===== src/rtl/alu_op_sequencer.sv =====
`default_nettype none
// ============================================================================
//  Module      : alu_op_sequencer
//  Description : Command-driven controller for a register-file / A,B operand
//                register / ALU / C,status datapath. Accepts one instruction
//                per valid/ready handshake and sequences the load, select,
//                write and ALU-operation strobes needed to execute it.
//  Revision    : 1.0 - initial release
// ============================================================================
module alu_op_sequencer #(
    parameter int REGW  = 3,
    parameter int DATAW = 16
) (
    input  logic             clk_i,
    input  logic             reset_i,
    input  logic             cmd_valid_i,
    output logic             cmd_ready_o,
    input  logic [1:0]       cmd_type_i,
    input  logic [1:0]       cmd_aluop_i,
    input  logic [REGW-1:0]  cmd_rd_i,
    input  logic [REGW-1:0]  cmd_rn_i,
    input  logic [REGW-1:0]  cmd_rm_i,
    input  logic [DATAW-1:0] cmd_imm_i,
    output logic [REGW-1:0]  readnum_o,
    output logic [REGW-1:0]  writenum_o,
    output logic             write_o,
    output logic             loada_o,
    output logic             loadb_o,
    output logic             loadc_o,
    output logic             loads_o,
    output logic             asel_o,
    output logic             bsel_o,
    output logic             vsel_o,
    output logic [1:0]       ALUop_o,
    output logic [DATAW-1:0] datapath_in_o,
    output logic             done_o
);

    // Command encodings
    localparam logic [1:0] c_TYPE_ALU    = 2'b00;
    localparam logic [1:0] c_TYPE_CMP    = 2'b01;
    localparam logic [1:0] c_TYPE_MOVIMM = 2'b10;
    localparam logic [1:0] c_TYPE_MOVREG = 2'b11;

    localparam logic [1:0] c_OP_ADD = 2'b00;
    localparam logic [1:0] c_OP_SUB = 2'b01;

    typedef enum logic [2:0] {
        S_IDLE  = 3'd0,
        S_GET_A = 3'd1,
        S_GET_B = 3'd2,
        S_EXEC  = 3'd3,
        S_WB    = 3'd4
    } state_t;

    state_t           state_q;
    state_t           state_d;

    logic [1:0]       type_q;
    logic [1:0]       aluop_q;
    logic [REGW-1:0]  rd_q;
    logic [REGW-1:0]  rn_q;
    logic [REGW-1:0]  rm_q;
    logic [DATAW-1:0] imm_q;

    logic             accept_w;

    // Ready is a pure function of the state register, so accept only in IDLE
    assign accept_w = cmd_valid_i && (state_q == S_IDLE);

    // State register; reset aborts any command in flight
    always_ff @(posedge clk_i or posedge reset_i) begin
        if (reset_i) begin
            state_q <= S_IDLE;
        end else begin
            state_q <= state_d;
        end
    end

    // Command field capture at the transfer edge; the immediate is kept only
    // for MOV #imm so datapath_in holds the most recent immediate
    always_ff @(posedge clk_i or posedge reset_i) begin
        if (reset_i) begin
            type_q  <= 2'b00;
            aluop_q <= 2'b00;
            rd_q    <= '0;
            rn_q    <= '0;
            rm_q    <= '0;
            imm_q   <= '0;
        end else if (accept_w) begin
            type_q  <= cmd_type_i;
            aluop_q <= cmd_aluop_i;
            rd_q    <= cmd_rd_i;
            rn_q    <= cmd_rn_i;
            rm_q    <= cmd_rm_i;
            if (cmd_type_i == c_TYPE_MOVIMM) begin
                imm_q <= cmd_imm_i;
            end
        end
    end

    // Next-state selection: entry point depends on the command type
    always_comb begin
        state_d = state_q;
        case (state_q)
            S_IDLE: begin
                if (cmd_valid_i) begin
                    case (cmd_type_i)
                        c_TYPE_ALU,
                        c_TYPE_CMP:    state_d = S_GET_A;
                        c_TYPE_MOVIMM: state_d = S_WB;
                        default:       state_d = S_GET_B;
                    endcase
                end
            end
            S_GET_A: state_d = S_GET_B;
            S_GET_B: state_d = S_EXEC;
            // CMP finishes in EXEC; it only updates status
            S_EXEC:  state_d = (type_q == c_TYPE_CMP) ? S_IDLE : S_WB;
            S_WB:    state_d = S_IDLE;
            default: state_d = S_IDLE;
        endcase
    end

    // Output decode from the state register and latched fields only
    always_comb begin
        cmd_ready_o = 1'b0;
        readnum_o   = '0;
        writenum_o  = '0;
        write_o     = 1'b0;
        loada_o     = 1'b0;
        loadb_o     = 1'b0;
        loadc_o     = 1'b0;
        loads_o     = 1'b0;
        asel_o      = 1'b0;
        bsel_o      = 1'b0;
        vsel_o      = 1'b0;
        ALUop_o     = 2'b00;
        done_o      = 1'b0;
        case (state_q)
            S_IDLE: begin
                cmd_ready_o = 1'b1;
            end
            S_GET_A: begin
                readnum_o = rn_q;
                loada_o   = 1'b1;
            end
            S_GET_B: begin
                readnum_o = rm_q;
                loadb_o   = 1'b1;
            end
            S_EXEC: begin
                case (type_q)
                    c_TYPE_ALU: begin
                        ALUop_o = aluop_q;
                        loadc_o = 1'b1;
                        loads_o = 1'b1;
                    end
                    c_TYPE_CMP: begin
                        ALUop_o = c_OP_SUB;
                        loads_o = 1'b1;
                        done_o  = 1'b1;
                    end
                    default: begin
                        // MOV rd,rm: pass B through by zeroing A and adding
                        asel_o  = 1'b1;
                        ALUop_o = c_OP_ADD;
                        loadc_o = 1'b1;
                    end
                endcase
            end
            S_WB: begin
                writenum_o = rd_q;
                vsel_o     = (type_q == c_TYPE_MOVIMM);
                write_o    = 1'b1;
                done_o     = 1'b1;
            end
            default: begin
                cmd_ready_o = 1'b0;
            end
        endcase
    end

    assign datapath_in_o = imm_q;

endmodule
`default_nettype wire

===== config.mk =====
export PLATFORM = sky130hd
export DESIGN_NAME = alu_op_sequencer
export DESIGN_NICKNAME = d
export VERILOG_FILES = /design/src/rtl/alu_op_sequencer.sv
export SDC_FILE = /design/constraint.sdc
export NUM_CORES = 1
export LEC_CHECK = 0
export CORE_MARGIN = 3
export CORE_UTILIZATION = 40
export DETAILED_ROUTE_END_ITERATION = 10
export GPL_TIMING_DRIVEN = 0
export MAX_ROUTING_LAYER = met4
export PLACE_DENSITY = 0.81
export SLEW_MARGIN = 20
export SYNTH_ARGS = -nofsm -noshare
export SYNTH_HDL_FRONTEND = slang
export SYNTH_SLANG_ARGS = --single-unit

===== constraint.sdc =====
create_clock -name clk_i -period 2 [get_ports clk_i]
set_input_delay 0.6 -clock clk_i [delete_from_list [all_inputs] [get_ports clk_i]]
set_output_delay 0.6 -clock clk_i [all_outputs]
set_load 0.02 [all_outputs]

# Word-level counts from Yosys, hierarchy flattened
# Index checks and enable logic that the tools add are counted.
[totals]
output_inout_bits = 34
input_bits = 32
register_bits = 32
elab_cells = 44
[op_classes]
muxes = 21
n_eq_ne = 9
n_reduce_logical = 7
[op_table]
columns = ["operator", "n"]
rows = [
  ["1-bit two-way mux", 12],
  ["3-bit case mux with 2 select lines", 2],
  ["3-bit case mux with 4 select lines", 1],
  ["3-bit two-way mux", 3],
  ["3-bit by 2-bit == test with 1-bit output, second input constant", 2],
  ["2-bit by 1-bit == test with 1-bit output, second input constant", 2],
  ["2-bit == test, second input constant", 2],
  ["2-bit zero test", 2],
  ["2-bit case mux with 2 select lines", 1],
  ["2-bit OR reduction", 2],
  ["3-bit by 1-bit == test with 1-bit output, second input constant", 1],
  ["3-bit == test, second input constant", 1],
  ["3-bit zero test", 1],
  ["2-bit two-way mux", 1],
  ["2-bit != test, second input constant", 1],
  ["1-bit case mux with 2 select lines", 1],
  ["2-bit AND reduction", 1],
  ["1-bit logical AND", 1],
]

# Logic depth before layout (Yosys ltp)
# Gate-level depths: netlist of the first run.
[depth]
word_depth = 5
depth_mapped = 5
mapped_depth_nobuf = 3

# Least setup slack after synthesis of the first run
# OpenSTA, ideal clock, no wires.
[synth_path]
path_kind = "flip-flop to output port"
start = "register state_q[2]"
end = "output readnum_o[0]"
arrival_ns = 1.667
slack_ns = -0.267
path_buffers = 1
t_required_ns = 1.400
path_stages_with_launch = 4
path_cell_list = "dfrtp_1 clkbuf_1 nor3b_1 a22o_1"
[synth_between]
elab_chain_cells = 2
word_cells_on_any_way = 3
classes_between = "eq/ne: 2; mux: 1"
[synth_rtl]
columns = ["item", "line_no", "text"]
rows = [
  ["start: declaration", "56", "state_t state_q;"],
  ["start signal: assignment", "76", "state_q <= state_d;"],
  ["3-bit by 2-bit == test with 1-bit output / 3-bit by 1-bit == test with 1-bit output (equally long branches)", "140", "case (state_q)"],
  ["3-bit case mux with 2 select lines (*)", "140", ""],
  ["end: declaration", "24", "output logic [REGW-1:0] readnum_o,"],
]
# Mark *: on every way between the ends. The rest lies on a longest branch, timed or not.

# Worst setup path after layout of the first run
[layout_path]
start = "register state_q[2]"
end = "output ALUop_o[1]"
[layout_between]
elab_chain_cells = 2
[layout_rtl]
columns = ["item", "line_no", "text"]
rows = [
  ["3-bit by 2-bit == test with 1-bit output", "140", ""],
  ["2-bit two-way mux", "140", ""],
  ["end: declaration", "34", "output logic [1:0] ALUop_o,"],
]
# No other way between the ends.

==> results of run 1 <==
registers in the layout, summed over array words and instances, names as in the netlist:
name	flops
state_q	3
datapath_in_o	16
type_q	2
aluop_q	2
rn_q	3
rd_q	3
rm_q	3
what timing repair did:
item | CTS | global route
gates cloned | 0 | 1
resized for setup | 98 | 24
pin swaps | 7 | 4
setup endpoints to repair | 28 | 27
setup buffers | 10 | 5
placed cells by master (no fill, tap or decap), types with 3 or more instances in the layout:
cell             netlist  final
a22o_1                 3      3
buf_4                  2     17
buf_6                  2     19
clkbuf_4               0      5
clkdlybuf4s50_1        0     45
dfrtp_1               32     32
mux2_2                28     28
final cells by class:
type / count / area (um2)
plain buffers: 6 / 67.6
inverters: 3 / 11.3
clock buffers: 8 / 58.8
well taps: 44 / 55.1
multi-input cells: 61 / 634
fillers: 243 / 805
flip-flops and latches: 32 / 801
repair buffers: 80 / 771
worst max path at each step:
stage / start / end / slack, ns / cells after the start
floorplan: state_q[2]$_DFFE_PP0P_ / ALUop_o[0] / 0.009 / 4
global placement: cmd_valid_i / datapath_in_o[9]$_DFFE_PP0P_ / -0.49 / 5
detailed placement: cmd_valid_i / datapath_in_o[14]$_DFFE_PP0P_ / -0.53 / 5
CTS: state_q[2]$_DFFE_PP0P_ / loadc_o / -0.20 / 6
global route: state_q[2]$_DFFE_PP0P_ / ALUop_o[1] / -0.30 / 5
finish: state_q[2]$_DFFE_PP0P_ / ALUop_o[1] / -0.21 / 5
per-stage QoR:
stage          power (mW)  cells
6_report             3.86    234
3_3_place_gp         2.95    210
3_5_place_dp         3.01    210
2_1_floorplan        2.21    102
4_1_cts              3.61    228
5_1_grt              4.10    234
metal layers:
metal	global-route usage (%)	wire [um]
met2	32.1	2060
met1	20.7	1450
met5	-	0
met4	4.66	10
met3	6.84	264
where the power goes:
part           internal (mW)  total, mW  switching, mW
logic                   1.27       2.30           1.03
registers              0.971       1.18          0.211
clock network          0.173      0.384          0.210
total                   2.42       3.86           1.45
worst max-delay path: cells and delay by family (launching register included):
| kind | cells | cell delay [ns] |
|---|---|---|
| flip-flops | 1 | 0.41 |
| buffers and inverters | 3 | 0.49 |
| AND/OR/NAND/NOR | 2 | 0.40 |
logic make-up after synthesis:
logic type      synth area share (%)
compound gates                  5.70
buf+inv                         4.10
flops                           57.0
mux                             22.4
other cells                    0.267
simple gates                    10.5
==> flow_summary.json, run 1 <==
{
  "drive_above_1_share_pct": 46.3,
  "grt_max_degree": 33,
  "initial_core_util_pct": 43.9,
  "min_to": "rd_q[2]$_DFFE_PP0P_",
  "rows": 20,
  "wire_per_inst_um": 16.2,
  "crit_path_max_fanout": 4,
  "fin_area_mm2": 0.00240,
  "vias": 1171,
  "antenna_found_initial": 0,
  "yosysSeqAreaShare_pct": 57.0,
  "cts.sinks": 32,
  "maxCapViolCount": 0,
  "rsz0062_at_grt": "true",
  "clk_latency_ns": 0.33,
  "slowest_delay_ns": 0.41,
  "ys_seq_elements": 32,
  "dpl.hpwl_um": 2500,
  "portBuffers": 64,
  "die_x_um": 65.3,
  "start_kind": "flop",
  "drcViolationCount": 0,
  "yosys.area.top_type": "dfrtp_1",
  "layout-area-overhead-vs-synth_pct": 70.7,
  "synth_area_leaders": "dfrtp_1, mux2_2, a22o_1",
  "min_period_ns": 2.21,
  "async_reset_ff_share_pct": 100,
  "yosysMostFrequentCell": "dfrtp_1",
  "cp.required_ns": 1.40,
  "clk_pin_slew_ns": 0.09,
  "cts_tree": "yes",
  "rrSetupSlack_ns": 0.15,
  "ys_types": 28,
  "drtAntennaViolNets": 0,
  "finalCritPeriodShare_pct": 111,
  "reg2reg_depth": 7,
  "yosys_warnings": 0,
  "cts_buffers": 5,
  "cts_root_buf": "clkbuf_4",
  "synth_flop_cell": "dfrtp_1",
  "dr.pass1.iters": 4,
  "slew_headroom_pct": 56.1,
  "p_leak_nw": 1.06,
  "syn_area_mm2": 0.00141,
  "end_kind": "output port",
  "worstMarginPinSlew_ns": 0.657,
  "synth_common_cells": "dfrtp_1, mux2_2",
  "grt_pass1_vias": 1265,
  "syn-instance-count": 102,
  "viasPerCell": 5.00,
  "crit_type": "reg2out",
  "avgSynthCellArea_um2": 13.8,
  "cp_slowest_cell": "dfrtp_1",
  "wirelength_um": 3790,
  "vdd_ir_drop_max_v": 0.000925,
  "hold_buffers": 0,
  "worstPathArrival_ns": 1.61,
  "hold_start": "rd_q[2]$_DFFE_PP0P_",
  "grt_first_pass_wirelength_um": 5900,
  "final_core_util_pct": 74.9,
  "first_iter_violations": 17,
  "die_area_mm2": 0.00426,
  "worst_slack_ns": -0.214,
  "cts_buffer_depth": 2,
  "synth_enable_flop_cells": 0,
  "track_usage_pct": 18.7,
  "setup_viol": 12,
  "boundaryPins": 66,
  "hold_class": "reg2reg",
  "dieHeight_um": 65.3,
  "r2r-end": "rm_q[0]$_DFFE_PP0P_",
  "place_ws_ns": -0.531,
  "antenna_cells": 0,
  "path_cells": "buf_8 -> nand3b_1 -> buf_4 -> nor4b_4 -> buf_4",
  "nets": 221,
  "crit_path_frequent_cell": "buf_4",
  "cellPowerDensity_mw_per_mm2": 1610,
  "setup_tns_ns": -1.44,
  "fmax_mhz": 452,
  "finalMaxSlewViolations": 0,
  "holdWs_ns": 0.516,
  "cts_max_level": 2,
  "fin_skew_ns": 0.00280,
  "synth_top_area_share_pct": 57.0,
  "place.gp.congestion": 0.756,
  "outcome": "finished, violations left",
  "syn-num-nets": 134,
  "fp.coreArea_mm2": 0.00320,
  "reg2reg_from": "state_q[0]$_DFFE_PP0P_",
  "dpl-instance-area_mm2": 0.00212,
  "hold_path_depth": 1,
  "hold_viol_final": 0,
  "gr-total-overflow": 0,
  "violations": "negative setup slack"
}
No activity file was read; power rests on OpenSTA's default activity.
==> inputs of run 2 (changes only) <==
--- a/config.mk
+++ b/config.mk
@@ -5,7 +5,6 @@
 export SDC_FILE = /design/constraint.sdc
 export NUM_CORES = 1
 export LEC_CHECK = 0
-export CORE_MARGIN = 3
 export CORE_UTILIZATION = 40
 export DETAILED_ROUTE_END_ITERATION = 10
 export GPL_TIMING_DRIVEN = 0
==> run 2 against run 1 <==
The flow still finishes with violations (negative setup slack). Via count grew 4.3%. Setup slack worse by 0.069 ns. Global-route usage grew 4.9 points. Power rose by 1.8%. Clock skew hardly changed. Fmax fell by 3.0%. Cell area up 1.9%.
==> flow_summary.json, run 2 (synthesis results as in run 1) <==
{
  "worstPathArrival_ns": 1.68,
  "cellPowerDensity_mw_per_mm2": 1610,
  "seqCellArea_um2": 801,
  "fill_cells": 243,
  "cts.sinks": 32,
  "nets": 225,
  "clk_latency_ns": 0.33,
  "antenna_found_initial": 0,
  "finalMaxSlewViolations": 0,
  "dr.pass1.iters": 4,
  "start_kind": "flop",
  "crit_path_max_fanout": 4,
  "fin_skew_ns": 0.00282,
  "die_area_mm2": 0.00375,
  "track_usage_pct": 23.6,
  "rsz0062_at_grt": "true",
  "cts_root_buf": "clkbuf_4",
  "vias": 1221,
  "finalCritPeriodShare_pct": 114,
  "dieHeight_um": 61.3,
  "boundaryPins": 66,
  "first_iter_violations": 36,
  "dpl.hpwl_um": 2490,
  "multi_input_area_um2": 632,
  "worst_slack_ns": -0.283,
  "hold_class": "reg2reg",
  "cp.required_ns": 1.40,
  "final_core_util_pct": 72.7,
  "crit_type": "reg2out",
  "final_common_cell": "clkdlybuf4s50_1",
  "violations": "negative setup slack",
  "cts_tree": "yes",
  "setup_viol": 15,
  "fp.coreArea_mm2": 0.00336,
  "largest_reg_flops": 16,
  "worstMarginPinSlew_ns": 0.664,
  "end_kind": "output port",
  "antenna_cells": 0,
  "grt_max_degree": 33,
  "dp.cells": 212,
  "wirelength_um": 3940,
  "layout-area-overhead-vs-synth_pct": 73.9,
  "drtAntennaViolNets": 0,
  "cts_buffer_depth": 2,
  "cts_buffers": 5,
  "cts_max_level": 2,
  "p_leak_nw": 1.09,
  "hold_buffers": 0,
  "portBuffers": 64,
  "initial_core_util_pct": 41.8,
  "place.gp.congestion": 0.767,
  "wire_per_inst_um": 16.4,
  "grt_pass1_vias": 1334,
  "outcome": "finished, violations left",
  "vdd_ir_drop_max_v": 0.000884,
  "power_mw": 3.93,
  "post_layout_nonfiller_instances": 240,
  "clk_pin_slew_ns": 0.10,
  "slew_headroom_pct": 55.7,
  "die_x_um": 61.3,
  "hold_viol_final": 0,
  "fmax_mhz": 438,
  "gr-total-overflow": 0,
  "rows": 21,
  "place_ws_ns": -0.541,
  "drcViolationCount": 0,
  "grt_first_pass_wirelength_um": 5840,
  "final_cell_mix": "clkdlybuf4s50_1, dfrtp_1, mux2_2, buf_6, buf_4",
  "min_period_ns": 2.28,
  "maxCapViolCount": 0,
  "viasPerCell": 5.09,
  "drive_above_1_share_pct": 49.0
}
[run 2: final timing paths]
| check | start | end | slack [ns] | cells after the start |
|---|---|---|---|---|
| worst max-delay path | state_q[2]$_DFFE_PP0P_ | ALUop_o[1] | -0.28 | 5 |
| worst min-delay path | rd_q[2]$_DFFE_PP0P_ | rd_q[2]$_DFFE_PP0P_ | 0.52 | 1 |
| worst max register to register | state_q[0]$_DFFE_PP0P_ | datapath_in_o[11]$_DFFE_PP0P_ | 0.19 | 7 |
| worst min register to register | rd_q[2]$_DFFE_PP0P_ | rd_q[2]$_DFFE_PP0P_ | 0.52 | 1 |
| max in group asynchronous | reset_i | aluop_q[1]$_DFFE_PP0P_ | 0.90 | 2 |
| min in group asynchronous | reset_i | datapath_in_o[0]$_DFFE_PP0P_ | 0.68 | 2 |
[run 2: layout make-up]
type	instances	area share, %
Timing Repair Buffer	84	33.3
Inverter	3	0.461
Buffer	6	2.76
Clock buffer	6	2.10
Tap cell	46	2.36
Multi-Input combinational cell	61	25.9
Clock inverter	2	0.410
Sequential cell	32	32.8
[run 2: where the power goes]
part	leakage [nW]	internal, mW	total, mW	switching (mW)
clock	0.0380	0.167	0.389	0.222
sequential	0.387	0.971	1.19	0.221
combinational	0.663	1.31	2.35	1.04
total	1.09	2.44	3.93	1.49
[run 2: repair_timing]
action	4_1_cts	5_1_grt
pin swaps	7	6
setup endpoints to repair	27	18
setup buffers	12	9
cloned	1	0
gates resized for setup	104	23
[run 2: per-stage QoR]
| stage | TNS, ns | cell area (um2) | hold slack, ns |
|---|---|---|---|
| finish | -2.47 | 2440 | 0.522 |
| detailed placement | -13.28 | 2130 | 0.491 |
| global route | -3.35 | 2440 | 0.541 |
| CTS | -1.65 | 2310 | 0.513 |
| floorplan | 0 | 1430 | 0.472 |
| global placement | -12.02 | 2130 | 0.483 |
[run 2: metal layers]
| layer | global-route usage, % | vias up | wire (um) |
|---|---|---|---|
| met5 | - | - | 0 |
| met4 | 14.6 | 0 | 110 |
| met3 | 9.66 | 14 | 281 |
| met2 | 42.7 | 60 | 2200 |
| met1 | 19.6 | 603 | 1340 |
| li1 | - | 544 | - |
[run 2: worst max-delay path, cell delays in order (launching register included)]
cell and delay (ns):
dfrtp_1 0.43, buf_8 0.15, nand3b_1 0.22, buf_6 0.16
nor4b_4 0.21, buf_4 0.18
==> inputs of run 3 (changes only) <==
--- a/config.mk
+++ b/config.mk
@@ -5,9 +5,9 @@
 export SDC_FILE = /design/constraint.sdc
 export NUM_CORES = 1
 export LEC_CHECK = 0
+export CORE_MARGIN = 4
 export CORE_UTILIZATION = 40
 export DETAILED_ROUTE_END_ITERATION = 10
-export GPL_TIMING_DRIVEN = 0
 export MAX_ROUTING_LAYER = met4
 export PLACE_DENSITY = 0.81
 export SLEW_MARGIN = 20
==> run 3 against run 2 <==
The flow still finishes with violations (negative setup slack). Critical path depth is 1 lower. Register-to-register slack better by 0.03 ns. Utilization is 1.9 points lower. Count of clock-buffer cells in the layout stayed put. Die area is 21% higher. Setup slack better by 0.15 ns.
==> flow_summary.json, run 3 (synthesis results as in run 1) <==
{
  "boundaryPins": 66,
  "clk_latency_ns": 0.33,
  "hold_viol_final": 0,
  "rrSetupSlack_ns": 0.22,
  "antenna_found_initial": 0,
  "rows": 21,
  "end_kind": "output port",
  "post_layout_nonfiller_instances": 234,
  "finalCritPeriodShare_pct": 107,
  "track_usage_pct": 17.8,
  "gr-total-overflow": 0,
  "dpl.hpwl_um": 2740,
  "outcome": "finished, violations left",
  "cts_root_buf": "clkbuf_4",
  "die_x_um": 67.3,
  "cellPowerDensity_mw_per_mm2": 1570,
  "drcViolationCount": 0,
  "drtAntennaViolNets": 0,
  "crit_path_max_fanout": 5,
  "vdd_ir_drop_max_v": 0.000855,
  "wirelength_um": 3610,
  "start_kind": "flop",
  "finalMaxSlewViolations": 0,
  "setup_viol": 8,
  "nets": 219,
  "seqCellArea_um2": 805,
  "antenna_cells": 0,
  "fmax_mhz": 468,
  "initial_core_util_pct": 41.8,
  "cts.sinks": 32,
  "place.gp.congestion": 0.854,
  "largest_reg_flops": 16,
  "min_to": "datapath_in_o[0]$_DFFE_PP0P_",
  "worst_slack_ns": -0.135,
  "cts_max_level": 2,
  "final_cell_mix": "clkdlybuf4s50_1, dfrtp_1, mux2_2, buf_4, buf_6",
  "rsz0062_at_grt": "true",
  "place_ws_ns": -0.205,
  "viasPerCell": 4.84,
  "cts_buffer_depth": 2,
  "final_core_util_pct": 70.7,
  "holdWs_ns": 0.515,
  "drive_above_1_share_pct": 47.3,
  "hold_class": "reg2reg",
  "hold_start": "datapath_in_o[0]$_DFFE_PP0P_",
  "hold_path_depth": 1,
  "min_period_ns": 2.14,
  "wire_per_inst_um": 15.4,
  "maxCapViolCount": 0,
  "fin_skew_ns": 0.0128,
  "die_area_mm2": 0.00453,
  "portBuffers": 64,
  "vias": 1132,
  "layout-area-overhead-vs-synth_pct": 69.3,
  "grt_max_degree": 33,
  "first_iter_violations": 39,
  "hold_buffers": 0,
  "dr.pass1.iters": 4,
  "cp.required_ns": 1.40,
  "grt_pass1_vias": 1193,
  "crit_type": "reg2out",
  "grt_first_pass_wirelength_um": 5620,
  "worstPathArrival_ns": 1.54,
  "setup_tns_ns": -0.659,
  "reg2reg_depth": 6,
  "dp.cells": 221,
  "cts_tree": "yes",
  "clk_pin_slew_ns": 0.10,
  "final_common_cell": "clkdlybuf4s50_1",
  "r2r-end": "aluop_q[1]$_DFFE_PP0P_",
  "fp.coreArea_mm2": 0.00336,
  "reg2reg_from": "state_q[0]$_DFFE_PP0P_",
  "cts_buffers": 5,
  "multi_input_area_um2": 632,
  "fill_cells": 256,
  "violations": "negative setup slack",
  "dieHeight_um": 67.3,
  "p_leak_nw": 1.04
}
-- run 3: changes by cell type in the layout (fill, tap and decap cells not counted), sizes merged --
cell / delta
buf: -7
clkdlybuf4s15: +1
clkdlybuf4s50: +2
dlygate4sd2: -2
-- run 3: final cells by class --
class                           instances  area share [%]
Clock inverter                          2           0.421
Multi-Input combinational cell         61            26.6
Tap cell                               46            2.42
Clock buffer                            6            2.16
Timing Repair Buffer                   84            34.1
Sequential cell                        32            33.8
Inverter                                3           0.473
-- run 3: what timing repair did --
| item | CTS | global route |
|---|---|---|
| endpoints found under the setup margin | 17 | 18 |
| pin swaps | 5 | 2 |
| resized for setup | 90 | 18 |
| setup buffers | 4 | 1 |
-- run 3: worst max-delay path: stages (launching register included) --
cell and delay [ns]:
dfrtp_2 0.47, nand3b_1 0.19, buf_4 0.16, nor4b_4 0.21
buf_4 0.18
-- run 3: metal layers --
metal,track usage (%),part of all wire (%),vias to the layer above
met3,6.16,7.4,5
met1,19.8,40,539
li1,-,-,532
met2,29.7,52,56
met4,6.08,1.3,0
met5,-,0,-
-- run 3: how the worst max path moves through the flow --
| stage | startpoint | slack, ns | cells after the start | to |
|---|---|---|---|---|
| floorplan | state_q[2]$_DFFE_PP0P_ | 0.009 | 4 | ALUop_o[0] |
| global placement | state_q[2]$_DFFE_PP0P_ | -0.17 | 3 | ALUop_o[1] |
| detailed placement | state_q[2]$_DFFE_PP0P_ | -0.20 | 4 | ALUop_o[0] |
| CTS | state_q[2]$_DFFE_PP0P_ | -0.20 | 4 | ALUop_o[1] |
| global route | state_q[2]$_DFFE_PP0P_ | -0.24 | 4 | ALUop_o[1] |
| finish | state_q[2]$_DFFE_PP0P_ | -0.14 | 4 | ALUop_o[1] |
-- run 3: through the flow --
stage	power [mW]	area [um2]
finish	3.73	2380
global route	3.97	2380
CTS	3.66	2320
detailed placement	3.15	2220
global placement	3.07	2220
floorplan	2.21	1430
-- run 3: power by group --
group          internal (mW)  switching, mW  leakage [nW]  total [mW]
logic                   1.17          0.934         0.621        2.10
clock network          0.167          0.212        0.0380       0.379
registers              0.977          0.270         0.383        1.25
